$ cat config.mk
export PLATFORM = sky130hd
export DESIGN_NAME = ac_bank_flat
export DESIGN_NICKNAME = d
export VERILOG_FILES = /design/src/rtl/ac_bank_if.sv /design/src/rtl/ac_bank.sv /design/src/flat_wrapper.sv
export SDC_FILE = /design/constraint.sdc
export NUM_CORES = 1
export LEC_CHECK = 0
export CELL_PAD_IN_SITES_DETAIL_PLACEMENT = 1
export CELL_PAD_IN_SITES_GLOBAL_PLACEMENT = 1
export CORE_MARGIN = 3
export CORE_UTILIZATION = 25
export CTS_CLUSTER_SIZE = 16
export DETAILED_ROUTE_END_ITERATION = 8
export PLACE_DENSITY_LB_ADDON = 0.1
export SLEW_MARGIN = 20
export SYNTH_ARGS = -nofsm -noshare
export SYNTH_HDL_FRONTEND = slang
export SYNTH_SLANG_ARGS = --single-unit
$ cat constraint.sdc
create_clock -name clock -period 5.2 [get_ports clock]
set_input_delay 0.78 -clock clock [delete_from_list [all_inputs] [get_ports clock]]
set_output_delay 0.78 -clock clock [all_outputs]
set_load 0.05 [all_outputs]
$ cat src/rtl/ac_bank_if.sv
`default_nettype none
// ============================================================================
//  Module      : ac_bank_if
//  Description : Bundle of per-channel control/data and the dump stream port
//                of the accumulator bank. The slave modport is the bank side.
//  Revision    : 1.0 - initial release
// ============================================================================
interface ac_bank_if #(
   parameter int DATA_W = 16,
   parameter int N_CH   = 4
);
   localparam int CH_W = $clog2(N_CH);

   logic [N_CH-1:0]        write_en;
   logic [N_CH-1:0]        alu_to_ac;
   logic [N_CH-1:0]        acc_en;
   logic [N_CH-1:0]        clear;
   logic [N_CH*DATA_W-1:0] datain;
   logic [N_CH*DATA_W-1:0] datain_alu;
   logic [N_CH*DATA_W-1:0] dataout;
   logic [N_CH-1:0]        ovf;
   logic                   dump_req;
   logic                   dump_busy;
   logic                   dump_valid;
   logic                   dump_ready;
   logic [DATA_W-1:0]      dump_data;
   logic [CH_W-1:0]        dump_ch;
   logic                   dump_last;

   modport slave (
      input  write_en, alu_to_ac, acc_en, clear, datain, datain_alu,
      input  dump_req, dump_ready,
      output dataout, ovf, dump_busy, dump_valid, dump_data, dump_ch, dump_last
   );

   modport master (
      output write_en, alu_to_ac, acc_en, clear, datain, datain_alu,
      output dump_req, dump_ready,
      input  dataout, ovf, dump_busy, dump_valid, dump_data, dump_ch, dump_last
   );
endinterface
`default_nettype wire

$ cat src/rtl/ac_bank.sv
`default_nettype none
// ============================================================================
//  Module      : ac_bank
//  Description : Bank of N_CH signed accumulators (one per core) with sticky
//                overflow flags and a snapshot dump sequencer that streams all
//                channels over a single valid/ready port.
//                Optional macro AC_SATURATE_EN: clamp on accumulate overflow
//                instead of wrapping.
//  Revision    : 1.0 - initial release
// ============================================================================
module ac_bank #(
   parameter int DATA_W = 16,
   parameter int N_CH   = 4
) (
   input  wire logic  clock,
   input  wire logic  rst_n,
   ac_bank_if.slave   bus
);
   localparam int CH_W = $clog2(N_CH);
   localparam logic [CH_W-1:0]   C_LAST_IDX = CH_W'(N_CH - 1);
   localparam logic [DATA_W-1:0] C_SMAX     = {1'b0, {(DATA_W-1){1'b1}}};
   localparam logic [DATA_W-1:0] C_SMIN     = {1'b1, {(DATA_W-1){1'b0}}};

   typedef enum logic [0:0] {
      S_IDLE = 1'b0,
      S_SEND = 1'b1
   } state_t;

   logic [DATA_W-1:0] r_acc     [N_CH];
   logic [DATA_W-1:0] w_acc_nxt [N_CH];
   logic [DATA_W-1:0] w_addend  [N_CH];
   logic [DATA_W-1:0] w_sum     [N_CH];
   logic [N_CH-1:0]   w_add_ovf;
   logic [N_CH-1:0]   r_ovf;
   logic [N_CH-1:0]   w_ovf_nxt;

   logic [DATA_W-1:0] r_shadow  [N_CH];
   state_t            r_state;
   logic [CH_W-1:0]   r_idx;
   logic [CH_W-1:0]   w_idx_inc;
   logic              r_valid;
   logic              r_busy;
   logic              r_last;
   logic [DATA_W-1:0] r_data;
   logic [CH_W-1:0]   r_ch;

   // Per-channel next value: clear > alu_to_ac > acc_en > write_en.
   always_comb begin
      for (int i = 0; i < N_CH; i++) begin
         w_addend[i]  = bus.datain_alu[i*DATA_W +: DATA_W];
         w_sum[i]     = r_acc[i] + w_addend[i];
         // Signed overflow: same-sign operands producing a different-sign sum.
         w_add_ovf[i] = (r_acc[i][DATA_W-1] == w_addend[i][DATA_W-1]) &&
                        (w_sum[i][DATA_W-1] != r_acc[i][DATA_W-1]);
         w_acc_nxt[i] = r_acc[i];
         w_ovf_nxt[i] = r_ovf[i];
         if (bus.clear[i]) begin
            w_acc_nxt[i] = '0;
            w_ovf_nxt[i] = 1'b0;
         end else if (bus.alu_to_ac[i]) begin
            w_acc_nxt[i] = w_addend[i];
         end else if (bus.acc_en[i]) begin
            w_ovf_nxt[i] = r_ovf[i] | w_add_ovf[i];
`ifdef AC_SATURATE_EN
            if (w_add_ovf[i]) begin
               w_acc_nxt[i] = r_acc[i][DATA_W-1] ? C_SMIN : C_SMAX;
            end else begin
               w_acc_nxt[i] = w_sum[i];
            end
`else
            w_acc_nxt[i] = w_sum[i];
`endif
         end else if (bus.write_en[i]) begin
            w_acc_nxt[i] = bus.datain[i*DATA_W +: DATA_W];
         end
      end
   end

   // Accumulator and sticky overflow registers.
   always_ff @(posedge clock or negedge rst_n) begin
      if (!rst_n) begin
         for (int i = 0; i < N_CH; i++) begin
            r_acc[i] <= '0;
         end
         r_ovf <= '0;
      end else begin
         for (int i = 0; i < N_CH; i++) begin
            r_acc[i] <= w_acc_nxt[i];
         end
         r_ovf <= w_ovf_nxt;
      end
   end

   assign w_idx_inc = r_idx + 1'b1;

   // Dump sequencer: snapshot on request, then one beat per accepted handshake.
   always_ff @(posedge clock or negedge rst_n) begin
      if (!rst_n) begin
         r_state <= S_IDLE;
         r_idx   <= '0;
         r_valid <= 1'b0;
         r_busy  <= 1'b0;
         r_last  <= 1'b0;
         r_data  <= '0;
         r_ch    <= '0;
         for (int i = 0; i < N_CH; i++) begin
            r_shadow[i] <= '0;
         end
      end else begin
         case (r_state)
            S_IDLE: begin
               if (bus.dump_req) begin
                  // Capture post-edge values so same-cycle writes are included.
                  for (int i = 0; i < N_CH; i++) begin
                     r_shadow[i] <= w_acc_nxt[i];
                  end
                  r_idx   <= '0;
                  r_data  <= w_acc_nxt[0];
                  r_ch    <= '0;
                  r_last  <= 1'b0;
                  r_valid <= 1'b1;
                  r_busy  <= 1'b1;
                  r_state <= S_SEND;
               end
            end
            S_SEND: begin
               if (r_valid && bus.dump_ready) begin
                  if (r_last) begin
                     r_valid <= 1'b0;
                     r_busy  <= 1'b0;
                     r_last  <= 1'b0;
                     r_state <= S_IDLE;
                  end else begin
                     r_idx   <= w_idx_inc;
                     r_data  <= r_shadow[w_idx_inc];
                     r_ch    <= w_idx_inc;
                     r_last  <= (w_idx_inc == C_LAST_IDX);
                  end
               end
            end
            default: begin
               r_state <= S_IDLE;
               r_valid <= 1'b0;
               r_busy  <= 1'b0;
               r_last  <= 1'b0;
            end
         endcase
      end
   end

   generate
      for (genvar gi = 0; gi < N_CH; gi++) begin : g_out
         assign bus.dataout[gi*DATA_W +: DATA_W] = r_acc[gi];
      end
   endgenerate

   assign bus.ovf        = r_ovf;
   assign bus.dump_busy  = r_busy;
   assign bus.dump_valid = r_valid;
   assign bus.dump_data  = r_data;
   assign bus.dump_ch    = r_ch;
   assign bus.dump_last  = r_last;

endmodule
`default_nettype wire

$ cat src/flat_wrapper.sv
// flat-port wrapper written by rule: the top's interface ports become plain ports
module ac_bank_flat 
#(
   parameter int DATA_W = 16,
   parameter int N_CH   = 4
)
  (clock, rst_n, bus_write_en, bus_alu_to_ac, bus_acc_en, bus_clear, bus_datain, bus_datain_alu, bus_dump_req, bus_dump_ready, bus_dataout, bus_ovf, bus_dump_busy, bus_dump_valid, bus_dump_data, bus_dump_ch, bus_dump_last);
  ac_bank_if #(.DATA_W(DATA_W), .N_CH(N_CH)) bus_i ();
  input  wire logic clock;
  input  wire logic rst_n;
  input wire logic [$bits(bus_i.write_en)-1:0] bus_write_en;
  input wire logic [$bits(bus_i.alu_to_ac)-1:0] bus_alu_to_ac;
  input wire logic [$bits(bus_i.acc_en)-1:0] bus_acc_en;
  input wire logic [$bits(bus_i.clear)-1:0] bus_clear;
  input wire logic [$bits(bus_i.datain)-1:0] bus_datain;
  input wire logic [$bits(bus_i.datain_alu)-1:0] bus_datain_alu;
  input wire logic [$bits(bus_i.dump_req)-1:0] bus_dump_req;
  input wire logic [$bits(bus_i.dump_ready)-1:0] bus_dump_ready;
  output wire logic [$bits(bus_i.dataout)-1:0] bus_dataout;
  output wire logic [$bits(bus_i.ovf)-1:0] bus_ovf;
  output wire logic [$bits(bus_i.dump_busy)-1:0] bus_dump_busy;
  output wire logic [$bits(bus_i.dump_valid)-1:0] bus_dump_valid;
  output wire logic [$bits(bus_i.dump_data)-1:0] bus_dump_data;
  output wire logic [$bits(bus_i.dump_ch)-1:0] bus_dump_ch;
  output wire logic [$bits(bus_i.dump_last)-1:0] bus_dump_last;
  assign bus_i.write_en = bus_write_en;
  assign bus_i.alu_to_ac = bus_alu_to_ac;
  assign bus_i.acc_en = bus_acc_en;
  assign bus_i.clear = bus_clear;
  assign bus_i.datain = bus_datain;
  assign bus_i.datain_alu = bus_datain_alu;
  assign bus_i.dump_req = bus_dump_req;
  assign bus_i.dump_ready = bus_dump_ready;
  assign bus_dataout = bus_i.dataout;
  assign bus_ovf = bus_i.ovf;
  assign bus_dump_busy = bus_i.dump_busy;
  assign bus_dump_valid = bus_i.dump_valid;
  assign bus_dump_data = bus_i.dump_data;
  assign bus_dump_ch = bus_i.dump_ch;
  assign bus_dump_last = bus_i.dump_last;
  ac_bank #(.DATA_W(DATA_W), .N_CH(N_CH)) u_core (.clock(clock), .rst_n(rst_n), .bus(bus_i));
endmodule
== After elaboration in Yosys (flattened, before gate mapping) ==
Index checks and enable logic that the tools add are counted.

* Add/subtract/negate cells: 5
* Magnitude comparators: 1
* Equal/unequal tests: 17
* Mux-type cells: 51
* Bitwise gates (word level): 6
* Reduce and logical (&&, ||, !) cells: 17

{| class="wikitable"
|+ Operators by type and width
! kind !! number
|-
| 16-bit 2-to-1 mux || 21
|-
| 16-bit adder || 4
|-
| 16-bit binary-select mux with 2-bit select || 1
|-
| 16-bit one-hot mux with 2 select lines || 1
|-
| 1-bit 2-to-1 mux || 21
|-
| 2-bit AND reduction || 6
|-
| 2-bit by 1-bit inequality test with 1-bit output, second input constant || 4
|-
| 2-bit inequality test, second input constant || 4
|-
| 2-bit nonzero test || 4
|-
| 2-bit 2-to-1 mux || 3
|-
| 1-bit one-hot mux with 2 select lines || 3
|-
| 3-bit AND reduction || 2
|-
| 1-bit logical AND || 5
|-
| 1-bit == test || 4
|-
| 1-bit inequality test || 4
|-
| 1-bit bitwise OR || 4
|-
| 2-bit one-hot mux with 2 select lines || 1
|-
| 3-bit >= comparator, second input constant || 1
|-
| 2-bit inverter with 3-bit output || 1
|-
| 2-bit by 1-bit adder with 2-bit output, second input constant || 1
|-
| 2-bit == test, second input constant || 1
|-
| 1-bit inverter || 1
|}

* Bits in registers: 153
* Input port bits: 148
* Output and inout port bits: 89
* Logic and storage cells: 114

== Depth between registers and ports, before layout ==
Gate-level depths: netlist (run 1).

* Word-level depth: 8
* Gate-level depth with buffers: 11
* Gate-level depth less buffers: 11

== Least setup slack after synthesis (run 1) ==
OpenSTA, ideal clock, no wires.

* Kind: reg2reg
* Start point: reg u_core.r_idx[0]
* End point: reg u_core.r_data[13] (netlist: u_core.bus.dump_data[13])
* Setup time: 133 ps
* Arrival time: 2779 ps
* Data required time: 5067 ps
* Slack: 2287 ps
* Cell stages (with the launch flop): 10
* Buffers on the path: 4
* Period minus slack after synthesis: 2913 ps
* Cell sequence: dfrtp_1 buf_2 buf_2 inv_1 ha_1 clkbuf_1 buf_1 mux4_2 a22oi_1 o21ai_0

* Cells in the longest elaborated chain, start to end: 8

{| class="wikitable"
|+ RTL lines
! what !! line !! RTL
|-
| start, declared || ac_bank.sv:39 || <nowiki>logic [CH_W-1:0] r_idx;</nowiki>
|-
| start signal, assigned || ac_bank.sv:134 || <nowiki>r_idx <= w_idx_inc;</nowiki>
|-
| 2-bit by 1-bit adder with 2-bit output || ac_bank.sv:94 || <nowiki>assign w_idx_inc = r_idx + 1'b1;</nowiki>
|-
| 2-bit inverter with 3-bit output (not written as such) || ac_bank.sv:135 || <nowiki>r_data <= r_shadow[w_idx_inc];</nowiki>
|-
| 16-bit binary-select mux with 2-bit select || ac_bank.sv:135 ||
|-
| 16-bit 2-to-1 mux (not written as such) (2 in series) || ac_bank.sv:135 ||
|-
| 16-bit 2-to-1 mux || ac_bank.sv:128 || <nowiki>if (r_last) begin</nowiki>
|-
| 16-bit 2-to-1 mux || ac_bank.sv:127 || <nowiki>if (r_valid && bus.dump_ready) begin</nowiki>
|-
| 16-bit one-hot mux with 2 select lines || ac_bank.sv:110 || <nowiki>case (r_state)</nowiki>
|-
| end signal, assigned || ac_bank.sv:118 || <nowiki>r_data <= w_acc_nxt[0];</nowiki>
|-
| end signal, assigned || ac_bank.sv:135 ||
|-
| end, declared || ac_bank.sv:44 || <nowiki>logic [DATA_W-1:0] r_data;</nowiki>
|}

No other way between the ends. The select of a mux whose other input is x is not followed.
A chain may end at the register's enable or synchronous reset.

== Worst setup path after layout (run 1) ==
* Start point: in bus_datain_alu[16]
* End point: reg u_core.r_shadow[42] (netlist bit)

* Cells in the longest elaborated chain, start to end: 4

{| class="wikitable"
|+ RTL lines
! what !! line !! RTL
|-
| start, declared || flat_wrapper.sv:16 || <nowiki>input wire logic [$bits(bus_i.datain_alu)-1:0] bus_datain_alu;</nowiki>
|-
| 16-bit adder || ac_bank.sv:51 || <nowiki>w_sum[i] = r_acc[i] + w_addend[i];</nowiki>
|-
| 16-bit 2-to-1 mux || ac_bank.sv:62 || <nowiki>end else if (bus.acc_en[i]) begin</nowiki>
|-
| 16-bit 2-to-1 mux || ac_bank.sv:60 || <nowiki>end else if (bus.alu_to_ac[i]) begin</nowiki>
|-
| 16-bit 2-to-1 mux || ac_bank.sv:57 || <nowiki>if (bus.clear[i]) begin</nowiki>
|-
| end signal, assigned by index || ac_bank.sv:115 || <nowiki>r_shadow[i] <= w_acc_nxt[i];</nowiki>
|-
| end, declared || ac_bank.sv:37 || <nowiki>logic [DATA_W-1:0] r_shadow [N_CH];</nowiki>
|}

No other way between the ends.

==> results of run 1 <==
[final cells by class]
class	instances	area [µm²]	share of cell area [%]
Multi-Input combinational cell	923	6450	45.4
Sequential cell	153	3830	27.0
Timing Repair Buffer	252	2500	17.6
Tap cell	539	674	4.75
Clock buffer	20	457	3.22
Inverter	41	154	1.08
Clock inverter	12	141	0.995
Antenna cell	1	2.50	0.0176
[state kept, by name, indices dropped and copies added (netlist names)]
signal / count
u_core.bus.dataout: 64
u_core.r_shadow: 64
u_core.bus.dump_data: 16
u_core.bus.ovf: 4
u_core.r_idx: 2
u_core.bus.dump_last: 1
u_core.bus.dump_valid: 1
u_core.r_state: 1
[power by group]
part | leakage [nW] | switching (mW) | internal (mW) | total, mW
Sequential | 1.99 | 0.143 | 1.35 | 1.49
Combinational | 3.91 | 1.04 | 0.726 | 1.76
Clock | 0.287 | 0.557 | 0.740 | 1.30
Total | 6.19 | 1.74 | 2.81 | 4.55
[stage by stage]
stage / power (mW) / setup WS, ps / hold WS (ps)
2_1_floorplan: 2.61 / 2290 / 438
3_3_place_gp: 3.28 / 1560 / 454
3_5_place_dp: 3.29 / 1520 / 468
4_1_cts: 4.62 / 1970 / 428
5_1_grt: 4.81 / 1760 / 470
6_report: 4.55 / 1960 / 395
[path summary, 6_finish.rpt]
path	endpoint	slack, ps	cells past startpoint
setup / recovery	u_core.r_shadow[42]	1960	12
hold / removal	u_core.bus.ovf[2]	400	1
setup reg to reg	u_core.r_shadow[42]	2380	11
hold reg to reg	u_core.r_shadow[57]	480	2
max in group asynchronous	u_core.bus.dataout[52]	3840	2
min in group clock	u_core.r_shadow[57]	480	2
[worst register-to-register path: cells and delay by family, from the launching register on]
| kind | cells | cell delay, ps |
|---|---|---|
| muxes | 1 | 330 |
| adders and majority gates | 2 | 590 |
| AOI/OAI and AO/OA | 6 | 1180 |
| DFF | 1 | 390 |
| and+or+nand+nor | 1 | 140 |
| buffers and inverters | 1 | 60 |
[placed cells by master (no fill, tap or decap), types with 23 or more instances in the layout]
master,instances
inv_1,41
nor2b_1,33
dfrtp_1,153
nor3_1,23
o21ai_0,47
nand2_1,144
a21oi_1,87
mux2i_1,47
ha_1,61
nor2_1,108
a211oi_1,53
clkdlybuf4s50_1,235
xnor2_1,25
[per-layer routing]
metal / routed length, µm / up-vias
met4: 250 / 0
met2: 18300 / 178
met3: 1310 / 15
met5: 0 / -
met1: 19600 / 4767
li1: - / 4737
[cells by family after synthesis]
group	synth area share (%)
AND/OR/NAND/NOR	15.9
AO/OA/AOI/OAI	23.2
flip-flops	35.8
buffers and inverters	3.92
multiplexers	9.92
adder cells (fa/ha/maj)	7.89
XOR/XNOR	3.28
==> metrics.txt, run 1 <==
fraction of registers with async set/reset=100%; Post-CTS Resized=0; Starting Density=25.4%; HPWL after detailed placement=30,300 µm; WS Path Type=in -> reg; #FFs+latches synth=153; antenna violations before repair=1; slowest CP cell=clkdlybuf4s50_1; via count=9,697; Worst Path Buf+Inv=2; I/O Buffers=236; DRT Pass-1 Iters=4; synthesis-to-finish area growth=33.0%; worst slew pin tran=1020 ps; Mapped Avg Cell Area=9.02 µm²; vias per cell=5.00; Main synth FF type=dfrtp_1; I/O pin cnt=237; Synth Net Count=1,397; CTS clk-pin slew, worst paths=70 ps; cell with the most instances after synthesis=dfrtp_1; Synth area leaders=dfrtp_1 (36%), ha_1 (7.1%), nand2_1 (5.1%); cts bufs inserted=17; Total GRT Usage=17.5%; CP max FO=3; final core utilization=33.8%; post-synthesis cell count=1,184; cts hold-fix bufs=0; TNS Setup=0 ps; status=finished, final reports clean; slowest stage delay, CP=490 ps; DRT Wirelength=39,500 µm; clock latency on the worst-skew pair=430 ps; fin crit share=62.4%; RSZ-0062 raised after global routing=false; Inst Count DP=1,908; met2 Track Usage GR=28.4%; sequential fraction of the synthesis area=35.8%; # fillers=4,878; Cell Count, Final, Fillers Out=1,941; vias in the first global route=10,100; Crit Reg-Reg Startpoint=u_core.bus.dataout[16]; first-pass GRT wire length=61,200 µm; ANT nets after route=0; Cell Pwr Density=320 mW/mm²; Max rail drop VDD=0.000149 V; Required @ worst endpoint=5490 ps; htree depth=4; CP startpoint=bus_datain_alu[16]; fin. max-slew vios=0; Startpoint Class=input port; Final min period=3240 ps; pin count of the biggest net entering global routing=80; Crit. End Element=flop; fraction of layout cells with a size suffix above 1=7.85%; Std-Cell Core Area=0.0420 mm²; Iteration-0 DRC Markers=579; worst path cell trace=clkdlybuf4s50_1 > ha_1 > inv_1 > fa_1 > nor2b_1 > o21ai_1 > a21boi_1 > o221a_2 > o211ai_1 > mux2_1 > a221oi_1 > a31oi_1; DR WL/cell=20.3 µm; most used routing layer=met2; placed inst area=0.0136 mm²; area leader, netlist=dfrtp_1; max_slew headroom=31.9%; Die H=213 µm; Top delay family on crit path=compound AO/OA/AOI/OAI gates; fmax=308 MHz; commonest cells in the netlist=dfrtp_1 (153), nand2_1 (144), nor2_1 (108), a21oi_1 (87), ha_1 (61); GRT met1 Usage=25.2%; maximum buffer depth of the clock tree=2; total congestion overflow=0; leakage power=6.19 nW; total of max-cap violations=0; design area=0.0142 mm²; Worst Path Arrival=3530 ps; CTS tree=yes; EDFF count, synth=0; Yosys warning total=0; # setup viols final=0; Mapped Area=0.0107 mm²; CTS Root Cell=clkbuf_16; post-synthesis cell type count=77; chip width=213 µm; die area=0.0452 mm²; Final #Nets=1,601; number of clock sinks=153; final hold vios=0; Core Rows=75; M3 GR Usage=2.38%; Remaining DRCs=0; post-synth top area share=35.8%; Hold WC Path Type=in -> async; final RePlAce weighted congestion=0.827; setup fix buffers added after clock tree synthesis=0; clk_skew=14.9 ps
No activity file was read; power rests on OpenSTA's default activity.
==> run 2, diff against run 1 <==
- clock period: 5.2 -> 2.8 ns (I/O delays scaled with it)
==> metrics.txt, run 2 (synthesis gave the netlist of run 1 again) <==
status=finished, violations left (was finished, final reports clean); failing checks=negative hold slack; maximum buffer depth of the clock tree=2 (unchanged); CP startpoint=bus_datain_alu[52] (was bus_datain_alu[16]); CTS tree=yes (unchanged); Worst R2R End=u_core.r_shadow[15] (was u_core.r_shadow[42]); clk_skew=18.1 ps (was 14.9 ps); multi-input logic area=0.00656 mm² (was 0.00645 mm²); DRT Wirelength=40,400 µm (was 39,500 µm); leakage power=6.82 nW (was 6.19 nW); DR WL/cell=19.6 µm (was 20.3 µm); placed inst area=0.0145 mm² (was 0.0136 mm²); chip width=213 µm (unchanged); Total GRT Usage=17.8% (was 17.5%); total congestion overflow=0 (unchanged); final RePlAce weighted congestion=0.828 (was 0.827); Startpoint Class=input port (unchanged); via count=10,100 (was 9,697); fin. max-slew vios=0 (unchanged); Hold WC Path Type=in -> async (unchanged); first-pass GRT wire length=62,900 µm (was 61,200 µm); Final min period=2710 ps; Std-Cell Core Area=0.0420 mm² (unchanged); pin count of the biggest net entering global routing=63 (was 80); Switch Pwr=3.36 mW (was 1.74 mW); vias in the first global route=10,700 (was 10,100); final hold vios=2 (was 0); synthesis-to-finish area growth=43.0% (was 33.0%); switching share of total power=37.8% (was 38.2%); final core utilization=36.3% (was 33.8%); Core Rows=75 (unchanged); antenna violations before repair=0 (was 1); most frequent cells in the layout=clkdlybuf4s50_1 (234), dfrtp_1 (151), nand2_1 (144) (was clkdlybuf4s50_1 (235), dfrtp_1 (153), nand2_1 (144)); CP max FO=4 (was 3); # diodes=0 (was 1); RSZ-0062 raised after global routing=true (was false); worst reg-to-reg path cell count=10 (was 11); Hold WS=-4.32 ps (was 395 ps); number of clock sinks=153 (unchanged); register area=0.00383 mm² (about the same); # setup viols final=0 (unchanged); Flop pwr share=31.2% (was 32.7%); max_slew headroom=50.4% (was 31.9%); vias per cell=4.93 (was 5.00); total of max-cap violations=0 (unchanged); fmax=369 MHz; cts bufs inserted=17 (unchanged); Final #Nets=1,718 (was 1,601); ANT nets after route=0 (unchanged); Clk pwr share=29.0% (was 28.5%); Reg2Reg Setup Slack=110 ps (was 2380 ps); fin crit share=96.7%; commonest non-fill, non-tap cell in the layout=clkdlybuf4s50_1 (unchanged); clock latency on the worst-skew pair=430 ps (about the same); Remaining DRCs=0 (unchanged); htree depth=4 (unchanged); I/O pin cnt=237 (unchanged); Required @ worst endpoint=3110 ps (was 5490 ps); Comb power frac=39.8% (was 38.8%); CTS clk-pin slew, worst paths=70 ps (about the same); Power Internal=5.53 mW (was 2.81 mW); Crit. End Element=flop (unchanged); worst slew pin tran=742 ps (was 1020 ps); Worst Path Arrival=3010 ps (was 3530 ps); Iteration-0 DRC Markers=430 (was 579); I/O Buffers=236 (unchanged); Starting Density=25.4% (unchanged); Die H=213 µm (unchanged); Crit Reg-Reg Startpoint=u_core.bus.dataout[50] (was u_core.bus.dataout[16]); HPWL after detailed placement=31,800 µm (was 30,300 µm); fraction of layout cells with a size suffix above 1=16.3% (was 7.85%); TNS Setup=0 ps (unchanged); cts hold-fix bufs=0 (unchanged); # fillers=4,835 (was 4,878); design area=0.0153 mm² (was 0.0142 mm²); end of the critical path=u_core.r_shadow[15] (was u_core.r_shadow[42]); WS Path Type=in -> reg (unchanged); DRT Pass-1 Iters=4 (unchanged); die area=0.0452 mm² (unchanged); Cell Pwr Density=581 mW/mm² (was 320 mW/mm²); Max rail drop VDD=0.000337 V (was 0.000149 V); CTS Root Cell=clkbuf_16 (unchanged)
## run 2: cell types whose count changed in the layout (fill, tap and decap cells not counted), moves of 3 or more
cell      previous run  this run
ha_4                 0         3
buf_4               15       129
inv_8                0         6
clkinv_4             5         1
ha_1                61        58
buf_12               1         4
## run 2: routing by layer
metal	vias up	wire length, µm	global-route usage, %
met1	5001	19900	25.8
met4	0	250	2.84
met3	11	1370	2.69
li1	4967	-	-
met2	160	18900	28.8
met5	-	0	0
## run 2: power groups by stage
stage | registers, mW | logic [mW] | clock network [mW]
2_1_floorplan | 3.33 | 1.53 | 0
3_3_place_gp | 2.81 | 3.50 | 0
3_5_place_dp | 2.82 | 3.53 | 0
4_1_cts | 2.78 | 3.54 | 2.64
5_1_grt | 2.81 | 3.85 | 2.76
6_report | 2.77 | 3.54 | 2.58
## run 2: area by class of cell
type	instances	area share [%]
Timing Repair Buffer	369	22.4
Tap cell	539	4.41
Clock buffer	18	2.87
Sequential cell	153	25.1
Inverter	41	1.01
Multi-Input combinational cell	923	43.0
Clock inverter	14	1.31
## run 2: how the worst min path moves through the flow
stage	start	end	slack [ps]	cells after the start
after global placement	u_core.r_shadow[59]	u_core.r_shadow[59]	450	2
after CTS	rst_n	u_core.bus.dataout[46]	20	1
after global routing	rst_n	u_core.bus.ovf[0]	40	1
final	rst_n	u_core.bus.dataout[9]	-4	1
after floorplan	rst_n	u_core.bus.dataout[0]	120	0
after detailed placement	u_core.r_shadow[49]	u_core.r_shadow[49]	470	2
## run 2: per-stage QoR
step / std cells / power [mW] / setup WS, ps
after floorplan: 1184 / 4.86 / 27.8
after global placement: 2023 / 6.31 / -374
after detailed placement: 2023 / 6.34 / -438
after CTS: 2055 / 8.96 / 23.7
after global routing: 2057 / 9.41 / -59.7
final: 2057 / 8.88 / 93.5
## run 2: worst max-delay path, cell delays in order
cell and delay, ps:
clkdlybuf4s50_1 480, ha_4 330, o211ai_1 130, nor3_2 320, o211ai_1 210, a31oi_2 310, xor2_1 210, mux2i_1 230
a211oi_2 100, mux2_2 270
## run 2: what timing repair did
action	4_1_cts	5_1_grt
buffers inserted	0	2
setup endpoints to repair	1	30
gates resized for setup	0	20
pin swaps	1	10
gates cloned	0	0
==> run 3, diff against run 2 <==
--- a/config.mk
+++ b/config.mk
@@ -10,4 +10,5 @@
 export CORE_MARGIN = 3
 export CORE_UTILIZATION = 25
+export CTS_CLUSTER_DIAMETER = 50
 export CTS_CLUSTER_SIZE = 16
 export DETAILED_ROUTE_END_ITERATION = 8
==> constraint.sdc (replaced) <==
create_clock -name clock -period 2.8 [get_ports clock]
set_input_delay 0.42 -clock clock [delete_from_list [all_inputs] [get_ports clock]]
set_output_delay 0.42 -clock clock [all_outputs]
set_load 0.1 [all_outputs]
==> metrics.txt, run 3 (synthesis gave the netlist of run 1 again) <==
number of clock sinks=153 (unchanged); most frequent cells in the layout=buf_4 (220), clkdlybuf4s50_1 (146), nand2_1 (144) (was clkdlybuf4s50_1 (234), dfrtp_1 (151), nand2_1 (144)); ANT nets after route=0 (unchanged); Cell Count, Final, Fillers Out=2,058 (was 2,057); Final #Nets=1,718 (unchanged); DRT Wirelength=40,100 µm (was 40,400 µm); fin crit share=97.4% (was 96.7%); vias per cell=4.91 (was 4.93); die area=0.0452 mm² (unchanged); max_slew headroom=51.4% (was 50.4%); Total GRT Usage=17.7% (was 17.8%); status=finished, violations left (unchanged); Reg2Reg Setup Slack=70 ps (was 110 ps); HPWL after detailed placement=32,100 µm (was 31,800 µm); Inst Count DP=2,024 (was 2,023); total congestion overflow=0 (unchanged); synthesis-to-finish area growth=40.5% (was 43.0%); via count=10,100 (about the same); Starting Density=25.4% (unchanged); failing checks=negative hold slack (unchanged); # setup viols final=0 (unchanged); pin count of the biggest net entering global routing=68 (was 63); Std-Cell Core Area=0.0420 mm² (unchanged); fraction of layout cells with a size suffix above 1=23.3% (was 16.3%); Required @ worst endpoint=3110 ps (about the same); Power Total=9.33 mW (was 8.88 mW); Remaining DRCs=0 (unchanged); Max rail drop VDD=0.000354 V (was 0.000337 V); clk_skew=18.2 ps (was 18.1 ps); fin. max-slew vios=0 (unchanged); final hold vios=2 (unchanged); WS Path Type=reg -> reg (was in -> reg); htree depth=4 (unchanged); Die H=213 µm (unchanged); multi-input logic area=0.00656 mm² (about the same); worst path cell trace=ha_2 > inv_1 > fa_2 > nor2b_4 > o21ai_2 > a21oi_2 > o211a_4 > or3_4 > a311oi_2 > nor3_2 > mux2_4 (was clkdlybuf4s50_1 > ha_4 > o211ai_1 > nor3_2 > o211ai_1 > a31oi_2 > xor2_1 > mux2i_1 > a211oi_2 > mux2_2); Worst Path Arrival=3040 ps (was 3010 ps); fmax=367 MHz (was 369 MHz); Cell Pwr Density=622 mW/mm² (was 581 mW/mm²); register area=0.00386 mm² (was 0.00383 mm²); Hold WC Path Type=in -> async (unchanged); CTS Root Cell=clkbuf_16 (unchanged); total of max-cap violations=0 (unchanged); slowest stage delay, CP=430 ps (was 480 ps); I/O Buffers=236 (unchanged); chip width=213 µm (unchanged); CP max FO=5 (was 4); Startpoint Class=flop (was input port); Core Rows=75 (unchanged); Crit. End Element=flop (unchanged); worst slew pin tran=728 ps (was 742 ps); maximum buffer depth of the clock tree=2 (unchanged); vias in the first global route=10,900 (was 10,700); clock latency on the worst-skew pair=430 ps (about the same); # fillers=4,879 (was 4,835); leakage power=6.90 nW (was 6.82 nW); commonest non-fill, non-tap cell in the layout=buf_4 (was clkdlybuf4s50_1); cts bufs inserted=17 (unchanged); placed inst area=0.0143 mm² (was 0.0145 mm²); Final min period=2730 ps (was 2710 ps); Hold WS=-8.56 ps (was -4.32 ps); CTS clk-pin slew, worst paths=80 ps (was 70 ps); Iteration-0 DRC Markers=455 (was 430); design area=0.0150 mm² (was 0.0153 mm²); antenna violations before repair=0 (unchanged); final RePlAce weighted congestion=0.835 (was 0.828); DRT Pass-1 Iters=6 (was 4); CTS tree=yes (unchanged); first-pass GRT wire length=62,700 µm (was 62,900 µm); DR WL/cell=19.5 µm (was 19.6 µm); slowest CP cell=dfrtp_2 (was clkdlybuf4s50_1); I/O pin cnt=237 (unchanged)
[run 3: report_power, final]
part | leakage (nW) | switching (mW) | internal (mW)
Combinational | 4.64 | 2.69 | 1.48
Clock | 0.293 | 1.11 | 1.28
Sequential | 1.97 | 0.267 | 2.51
[run 3: cell type report]
type | instances | area share (%)
well taps | 539 | 4.49
multi-input cells | 923 | 43.7
diodes | 1 | 0.0167
flip-flops and latches | 153 | 25.7
repair buffers | 369 | 21.1
inverters | 41 | 1.03
clock buffers | 17 | 2.83
clock inverters | 15 | 1.15
[run 3: critical path: cells and delay by family (launching register included)]
| kind | cells | cell delay [ps] |
|---|---|---|
| DFF | 1 | 430 |
| adders and majority gates | 2 | 440 |
| AOI/OAI and AO/OA | 4 | 890 |
| and+or+nand+nor | 3 | 500 |
| muxes | 1 | 260 |
| buffers and inverters | 1 | 90 |
[run 3: what timing repair did]
action / in CTS / in global routing
hold buffers: 0 / 0
setup endpoints to repair: 2 / 21
buffers inserted: 0 / 1
hold endpoints to repair: 0 / 0
pin swaps: 0 / 12
gates resized for setup: 2 / 20
[run 3: layer usage]
metal / vias to the layer above / track usage, % / routed length, µm
met5: - / 0 / 0
met2: 142 / 30.4 / 19300
li1: 4969 / - / -
met4: 0 / 2.89 / 326
met1: 4984 / 24.5 / 19400
met3: 18 / 2.22 / 1010
[run 3: worst paths after layout]
path | startpoint | depth (start not counted) | end
max | u_core.bus.dataout[0] | 11 | u_core.r_shadow[58]
min | rst_n | 1 | u_core.bus.dataout[9]
max reg2reg | u_core.bus.dataout[0] | 11 | u_core.r_shadow[58]
min reg2reg | u_core.r_shadow[59] | 2 | u_core.r_shadow[59]
max in group asynchronous | rst_n | 2 | u_core.r_shadow[9]
min in group clock | u_core.r_shadow[59] | 2 | u_core.r_shadow[59]
[run 3: metrics by stage]
stage / hold slack [ps] / setup slack [ps] / util, % / TNS [ps]
2_1_floorplan: 124 / 0.402 / - / 0
3_3_place_gp: 454 / -514 / 34.0 / -14670
3_5_place_dp: 467 / -505 / 34.0 / -16550
4_1_cts: 22.4 / 59.1 / 35.4 / 0
5_1_grt: 37.3 / -10.0 / 35.7 / -16.2
6_report: -8.56 / 72.4 / 35.7 / 0
